### src/rtl/hd44780_sequencer.sv
// hd44780_sequencer
//
// Drives the HD44780 character-output datapath and the LCD strobe pins.
// After reset it waits out LCD power-up and issues the four init commands
// (0x34, 0x0C, 0x01, 0x06). It then redraws the clock line once
// automatically, and again on every i_update request.
//
// Each write is a LOAD / SETUP / EPULSE / WAIT sequence. LOAD drives the
// datapath controls for one cycle, so the datapath's registered o_q is valid
// from LOAD+1. E is high for E_PULSE_CYC cycles, starting SETUP_CYC cycles
// after o_q becomes valid.
//
// Configuration macro: HD44780_SEQ_SECONDS_EN
//   defined     -> 12-write refresh, "HH:MM:SS AM"
//   not defined -> 9-write refresh,  "HH:MM AM" (i_s10/i_s1 ignored)
//
// Ports:
//   i_clk, i_rst_n          clock, asynchronous active-low reset
//   i_update                single-cycle redraw request
//   i_h10..i_s1, i_pm       BCD time digits and the PM flag
//   o_ena/o_data/o_sel/o_d  datapath controls (non-zero only in LOAD)
//   o_lcd_e/o_lcd_rs/o_lcd_rw  LCD strobe, register select, read/write (always 0)
//   o_busy                  high whenever the sequencer is not in IDLE
//   o_init_done             sticky flag, set once the init sequence completes
module hd44780_sequencer #(
  parameter int         POWERUP_CYC  = 1_500_000,
  parameter int         SETUP_CYC    = 8,
  parameter int         E_PULSE_CYC  = 50,
  parameter int         CMD_WAIT_CYC = 5_000,
  parameter int         CLR_WAIT_CYC = 200_000,
  parameter logic [3:0] COL          = 4'd0
) (
  input  logic       i_clk,
  input  logic       i_rst_n,
  input  logic       i_update,
  input  logic [3:0] i_h10,
  input  logic [3:0] i_h1,
  input  logic [3:0] i_m10,
  input  logic [3:0] i_m1,
  input  logic [3:0] i_s10,
  input  logic [3:0] i_s1,
  input  logic       i_pm,
  output logic       o_ena,
  output logic       o_data,
  output logic [2:0] o_sel,
  output logic [3:0] o_d,
  output logic       o_lcd_e,
  output logic       o_lcd_rs,
  output logic       o_lcd_rw,
  output logic       o_busy,
  output logic       o_init_done
);

  typedef enum logic [2:0] {
    S_POWERUP, S_LOAD, S_SETUP, S_EPULSE, S_WAIT, S_IDLE
  } state_t;

  localparam logic [23:0] LIM_POWERUP = 24'(POWERUP_CYC - 1);
  localparam logic [23:0] LIM_SETUP   = 24'(SETUP_CYC - 1);
  localparam logic [23:0] LIM_EPULSE  = 24'(E_PULSE_CYC - 1);
  localparam logic [23:0] LIM_CMD     = 24'(CMD_WAIT_CYC - 1);
  localparam logic [23:0] LIM_CLR     = 24'(CLR_WAIT_CYC - 1);

`ifdef HD44780_SEQ_SECONDS_EN
  localparam logic [3:0] REF_LAST = 4'd11;
`else
  localparam logic [3:0] REF_LAST = 4'd8;
`endif

  state_t      state_q, state_d;
  logic [23:0] cnt_q;        // cycles spent in the current state
  logic [23:0] limit;
  logic        cnt_done;
  logic [3:0]  step_q;
  logic        init_q;       // 1 while the step index selects an init command
  logic        init_done_q;
  logic        rs_q;
  logic        pend_q;       // one-deep merged redraw request
  logic        last_step;
  logic        start_refresh;
  logic [3:0]  snap_h10, snap_h1, snap_m10, snap_m1;
  logic        snap_pm;
`ifdef HD44780_SEQ_SECONDS_EN
  logic [3:0]  snap_s10, snap_s1;
`else
  logic        unused_secs;
  assign unused_secs = ^{i_s10, i_s1};
`endif

  // Clear (init step 2) needs the long post-E wait.
  always_comb begin
    // NOTE: every always_comb output gets a default first, so no path can infer a latch.
    limit = '0;
    case (state_q)
      S_POWERUP: limit = LIM_POWERUP;
      S_SETUP:   limit = LIM_SETUP;
      S_EPULSE:  limit = LIM_EPULSE;
      S_WAIT:    limit = (init_q && step_q == 4'd2) ? LIM_CLR : LIM_CMD;
      default:   limit = '0;
    endcase
  end

  assign cnt_done  = (cnt_q == limit);
  assign last_step = init_q ? (step_q == 4'd3) : (step_q == REF_LAST);

  // State register
  always_ff @(posedge i_clk or negedge i_rst_n) begin
    // NOTE: sequential state uses non-blocking assignments only, so every flop samples pre-edge values.
    if (!i_rst_n) state_q <= S_POWERUP;
    else          state_q <= state_d;
  end

  // Next-state logic. start_refresh marks entry into LOAD at refresh step 0.
  always_comb begin
    state_d       = state_q;
    start_refresh = 1'b0;
    case (state_q)
      S_POWERUP: if (cnt_done) state_d = S_LOAD;
      S_LOAD:    state_d = S_SETUP;
      S_SETUP:   if (cnt_done) state_d = S_EPULSE;
      S_EPULSE:  if (cnt_done) state_d = S_WAIT;
      S_WAIT: begin
        if (cnt_done) begin
          if (!last_step) begin
            state_d = S_LOAD;
          end else if (init_q || pend_q || i_update) begin
            // After init, or with a request pending, redraw without idling.
            state_d       = S_LOAD;
            start_refresh = 1'b1;
          end else begin
            state_d = S_IDLE;
          end
        end
      end
      S_IDLE: begin
        if (i_update || pend_q) begin
          state_d       = S_LOAD;
          start_refresh = 1'b1;
        end
      end
      default: state_d = S_POWERUP;
    endcase
  end

  // Counters, step index, flags and the digit snapshot
  always_ff @(posedge i_clk or negedge i_rst_n) begin
    if (!i_rst_n) begin
      // NOTE: the snapshot is reset too; it is only a few flops and keeps reset state fully known.
      cnt_q       <= '0;
      step_q      <= '0;
      init_q      <= 1'b1;
      init_done_q <= 1'b0;
      rs_q        <= 1'b0;
      pend_q      <= 1'b0;
      snap_h10    <= '0;
      snap_h1     <= '0;
      snap_m10    <= '0;
      snap_m1     <= '0;
      snap_pm     <= 1'b0;
`ifdef HD44780_SEQ_SECONDS_EN
      snap_s10    <= '0;
      snap_s1     <= '0;
`endif
    end else begin
      cnt_q <= (state_d != state_q || state_q == S_IDLE) ? '0 : cnt_q + 24'd1;

      if (start_refresh) begin
        init_q   <= 1'b0;
        step_q   <= '0;
        snap_h10 <= i_h10;
        snap_h1  <= i_h1;
        snap_m10 <= i_m10;
        snap_m1  <= i_m1;
        snap_pm  <= i_pm;
`ifdef HD44780_SEQ_SECONDS_EN
        snap_s10 <= i_s10;
        snap_s1  <= i_s1;
`endif
      end else if (state_q == S_WAIT && cnt_done && !last_step) begin
        step_q <= step_q + 4'd1;
      end

      if (state_q == S_WAIT && cnt_done && init_q && last_step)
        init_done_q <= 1'b1;

      if (state_q == S_LOAD)
        rs_q <= o_data;

      // A request that coincides with the start of a redraw is served by it.
      if (start_refresh)
        pend_q <= 1'b0;
      else if (i_update && state_q != S_IDLE)
        pend_q <= 1'b1;
    end
  end

  // Output logic
  always_comb begin
    o_ena  = 1'b0;
    o_data = 1'b0;
    o_sel  = 3'b000;
    o_d    = 4'd0;
    if (state_q == S_LOAD) begin
      o_ena = 1'b1;
      if (init_q) begin
        o_sel = {1'b1, step_q[1:0]};
      end else begin
        o_data = 1'b1;
        case (step_q)
          4'd0: begin o_data = 1'b0; o_sel = 3'b000; o_d = COL; end
          4'd1: begin o_sel = 3'b000; o_d = snap_h10; end
          4'd2: begin o_sel = 3'b000; o_d = snap_h1;  end
          4'd3: begin o_sel = 3'b001; o_d = 4'd0;     end
          4'd4: begin o_sel = 3'b000; o_d = snap_m10; end
          4'd5: begin o_sel = 3'b000; o_d = snap_m1;  end
`ifdef HD44780_SEQ_SECONDS_EN
          4'd6:  begin o_sel = 3'b001; o_d = 4'd0;            end
          4'd7:  begin o_sel = 3'b000; o_d = snap_s10;        end
          4'd8:  begin o_sel = 3'b000; o_d = snap_s1;         end
          4'd9:  begin o_sel = 3'b001; o_d = 4'd1;            end
          4'd10: begin o_sel = 3'b011; o_d = {3'b0, snap_pm}; end
          4'd11: begin o_sel = 3'b010; o_d = 4'd0;            end
`else
          4'd6:  begin o_sel = 3'b001; o_d = 4'd1;            end
          4'd7:  begin o_sel = 3'b011; o_d = {3'b0, snap_pm}; end
          4'd8:  begin o_sel = 3'b010; o_d = 4'd0;            end
`endif
          default: begin o_data = 1'b0; o_sel = 3'b000; o_d = 4'd0; end
        endcase
      end
    end
  end

  assign o_lcd_e     = (state_q == S_EPULSE);
  assign o_lcd_rs    = rs_q;
  assign o_lcd_rw    = 1'b0;
  assign o_busy      = (state_q != S_IDLE);
  assign o_init_done = init_done_q;

endmodule

### config.mk
export PLATFORM = sky130hd
export DESIGN_NAME = hd44780_sequencer
export DESIGN_NICKNAME = d
export VERILOG_FILES = /design/src/rtl/hd44780_sequencer.sv
export SDC_FILE = /design/constraint.sdc
export NUM_CORES = 1
export LEC_CHECK = 0
export CAP_MARGIN = 20
export CORE_MARGIN = 4
export CORE_UTILIZATION = 40
export DETAILED_ROUTE_END_ITERATION = 10
export PLACE_DENSITY = 0.63
export SLEW_MARGIN = 20
export SYNTH_ARGS = -nofsm -noshare
export SYNTH_HDL_FRONTEND = slang
export SYNTH_SLANG_ARGS = --single-unit
export TNS_END_PERCENT = 1
### constraint.sdc
create_clock -name i_clk -period 4.6 [get_ports i_clk]
set_clock_uncertainty 0.15 [all_clocks]
set_input_delay 0.69 -clock i_clk [delete_from_list [all_inputs] [get_ports i_clk]]
set_output_delay 0.69 -clock i_clk [all_outputs]
set_load 0.005 [all_outputs]
==> load_flow_metrics.sql <==
INSERT INTO impl_metrics (metric_group, metric, value, unit) VALUES
('floorplanning', 'top_level_ports', '42', ''),
('sta', 'timing.final.crit_period', '3800', 'ps'),
('route', 'drt_wl_cell', '14.4', 'microns'),
('pwr', 'leakagePower', '1.41', 'nW'),
('floorplanning', 'initial_utilization', '0.416', ''),
('global_route', 'grt_max_degree', '53', ''),
('pwr', 'peakVddDrop', '0.000132', 'V'),
('setup_path', 'timing.critical_path.to_type', 'output port', ''),
('setup_path', 'worst_r2r_startpoint', 'step_q[0]', ''),
('final_layout', 'number_of_nets_at_the_end_of_the_flow', '383', ''),
('pwr', 'power_frac_comb', '0.043', ''),
('clocking', 'cts_resized', '0', ''),
('yosys', 'ys_dominant_reg_cell', 'dfrtp_1', ''),
('floorplanning', 'num_rows', '31', ''),
('setup_path', 'critical_path.reg2reg.endpoint', 'cnt_q[9]', ''),
('yosys', 'count_of_flip_flops_with_a_built_in_enable_after_synthesis', '0', ''),
('pwr', 'power.share.clock', '0.357', ''),
('route', 'initial_drt_markers', '142', ''),
('sta', 'maxClockFrequency', '263', 'MHz'),
('final_layout', 'layout.cells.most_common', 'dfrtp_1', ''),
('run', 'timing.max_cap.violations', '0', ''),
('global_route', 'grt_first_pass_wirelength', '11.2', 'mm'),
('final_layout', 'layout-drive-gt1-share', '0.117', ''),
('route', 'route.vias.total', '2415', ''),
('sta', 'timing.max_slew.rel_slack', '0.441', ''),
('hold_path', 'hold_path_class', 'input pin to async pin', ''),
('route', 'vias_per_cell', '5.37', ''),
('global_route', 'antenna_found_initial', '0', ''),
('clocking', 'cts_buffers', '5', ''),
('sta', 'final_tns_setup', '0', 'ps'),
('clocking', 'clock_sinks', '52', ''),
('yosys', 'syn-num-nets', '359', ''),
('clocking', 'clock_tree_from_tritoncts', 'yes', ''),
('sta', 'drv_slew', '0', ''),
('final_layout', 'insertedDiodeCount', '0', ''),
('route', 'drcViolationCount', '0', ''),
('global_route', 'number_of_global_route_vias_before_repair', '2326', ''),
('outcome', 'run_status', 'completed', ''),
('final_layout', 'ff_latch_area', '1300', 'sq um'),
('route', 'drtPass1Iterations', '4', ''),
('clocking', 'ctsRootBufferMaster', 'clkbuf_8', ''),
('clocking', 'cts_hold_buf', '0', ''),
('setup_path', 'critical_path_required', '3760', 'ps'),
('placement', 'place_congestion', '0.805', ''),
('placement', 'place_area', '3420', 'sq um'),
('pwr', 'power_frac_seq', '0.600', ''),
('global_route', 'globalRouteTotalUtil', '0.155', ''),
('setup_path', 'setup.reg_to_reg.worst_slack', '910', 'ps'),
('floorplanning', 'fp.coreArea', '7330', 'sq um'),
('setup_path', 'ff2ff_path_depth', '10', ''),
('floorplanning', 'die-height', '95.3', 'microns'),
('pwr', 'power.net_switching', '0.184', 'mW'),
('yosys', 'yosysSeqAreaShare', '0.427', ''),
('final_layout', 'finalInstanceArea', '3520', 'sq um'),
('yosys', 'async_reset_ff_frac', '1.00', ''),
('clocking', 'clock_tree.htree_level_count', '2', ''),
('yosys', 'synthesis.area_per_instance', '9.35', 'sq um'),
('yosys', 'post_synthesis_instance_area', '3050', 'sq um'),
('clocking', 'max-clock-path-buffers', '2', ''),
('sta', 'unrepaired_setup_endpoints_after_global_routing', 'false', ''),
('final_layout', 'most-common-layout-cells', '51 x dfrtp_1, 46 x nor2_1, 31 x clkdlybuf4s50_1, 25 x nand2_1, 21 x nand3_1', ''),
('pwr', 'powerDensity', '222', 'nW/um^2'),
('floorplanning', 'floorplan_die_area', '9080', 'sq um'),
('setup_path', 'start_kind', 'register', ''),
('yosys', 'synth_cell_type_count', '55', ''),
('floorplanning', 'fp.dieW', '95.3', 'microns'),
('sta', 'setup_violations', '0', ''),
('setup_path', 'critPathMaxFanout', '17', ''),
('sta', 'min_period_over_period', '0.825', ''),
('yosys', 'synthesis.instances', '326', ''),
('clocking', 'post-cts-setup-buffer-count', '0', '');
-- per-stage QoR --
| step | hold slack (ps) | power (mW) | worst slack (ps) | std cells |
|---|---|---|---|---|
| final | 330 | 0.780 | 803 | 450 |
| after global routing | 380 | 0.820 | 604 | 450 |
| after CTS | 353 | 0.794 | 795 | 450 |
| after detailed placement | 322 | 0.512 | 898 | 442 |
| after global placement | 312 | 0.511 | 968 | 442 |
| after floorplan | 244 | 0.485 | 1190 | 326 |
-- worst max-delay path: stages (launching register included) --
cell and delay (ps):
dfrtp_1 650, nor2b_1 390, nand2b_1 190, inv_1 200
nand3_1 140, a21o_1 200, a211oi_1 300, clkdlybuf4s50_1 570
-- synth_stat cells (2+ instances only) --
cell,count,area share
clkbuf_1,11,0.014
mux2_2,19,0.070
o21ai_0,9,0.015
buf_6,2,0.0074
nor3b_1,4,0.0098
buf_4,3,0.0074
a22oi_1,2,0.0049
and4_1,3,0.0086
a221oi_1,2,0.0057
nor4bb_1,3,0.0098
xor2_1,14,0.040
a31oi_1,2,0.0041
mux2i_1,2,0.0066
nor4_1,7,0.014
nor2_1,46,0.057
inv_1,8,0.0098
xnor2_1,10,0.029
buf_1,2,0.0025
nor2b_1,6,0.012
nand2b_1,2,0.0041
o22ai_1,3,0.0062
dfrtp_1,51,0.42
nor3_1,10,0.016
a21o_1,2,0.0049
a21oi_1,8,0.013
nand2_1,25,0.031
or3_1,4,0.0082
nand4_1,5,0.010
or4b_1,2,0.0066
a211oi_1,4,0.0098
or2_2,2,0.0041
ha_1,5,0.021
and3_1,4,0.0082
nand3_1,21,0.034
a222oi_1,2,0.0066
buf_2,2,0.0033
-- power groups by stage --
stage               combinational [mW]  clock, mW  sequential, mW
finish                          0.0336      0.279           0.468
global route                    0.0377      0.313           0.469
CTS                             0.0347      0.290           0.468
detailed placement              0.0346          0           0.477
global placement                0.0341          0           0.477
floorplan                      0.00871          0           0.476
-- routing by layer --
metal	vias up	wire, microns	GRT usage
li1	1203	-	-
met1	1163	3190	0.221
met2	42	2960	0.242
met3	7	241	0.0308
met4	0	67	0.0361
met5	-	0	0
-- sequential cells by signal (all words and copies together) (netlist names) --
| register | flops |
|---|---|
| snap_h1 | 4 |
| state_q | 3 |
| pend_q | 1 |
| snap_h10 | 4 |
| snap_pm | 1 |
| snap_m10 | 4 |
| snap_m1 | 4 |
| o_init_done | 1 |
| cnt_q | 24 |
| o_lcd_rs | 1 |
| step_q | 4 |
| init_q | 1 |
-- cells by family (layout without fill, tap and decap cells) --
kind of cell / Yosys count / in the layout / synth area share
other: 1 / 1 / 0.00123
AND/OR/NAND/NOR: 154 / 154 / 0.264
flip-flops: 52 / 52 / 0.427
adder cells (fa/ha/maj): 5 / 5 / 0.0205
buffers and inverters: 28 / 53 / 0.0439
multiplexers: 21 / 21 / 0.0767
XOR/XNOR: 24 / 24 / 0.0689
AO/OA/AOI/OAI: 41 / 41 / 0.0973
-- worst max-delay path by stage --
stage	start	cells past startpoint	end	slack [ps]
4_1_cts	state_q[0]	7	o_d[2]	800
3_5_place_dp	step_q[0]	10	cnt_q[6]	900
2_1_floorplan	step_q[0]	11	snap_h10[0]	1190
5_1_grt	step_q[0]	10	cnt_q[14]	600
3_3_place_gp	step_q[0]	10	cnt_q[14]	970
6_report	state_q[0]	7	o_d[2]	800
-- cell type report --
type                            instances  area share
Multi-Input combinational cell        246       0.458
Sequential cell                        52       0.370
Timing Repair Buffer                   37       0.100
Clock inverter                          3     0.00782
Inverter                                8     0.00853
Clock buffer                            5      0.0196
Tap cell                               99      0.0352
Power figures use the tool's default switching activity.
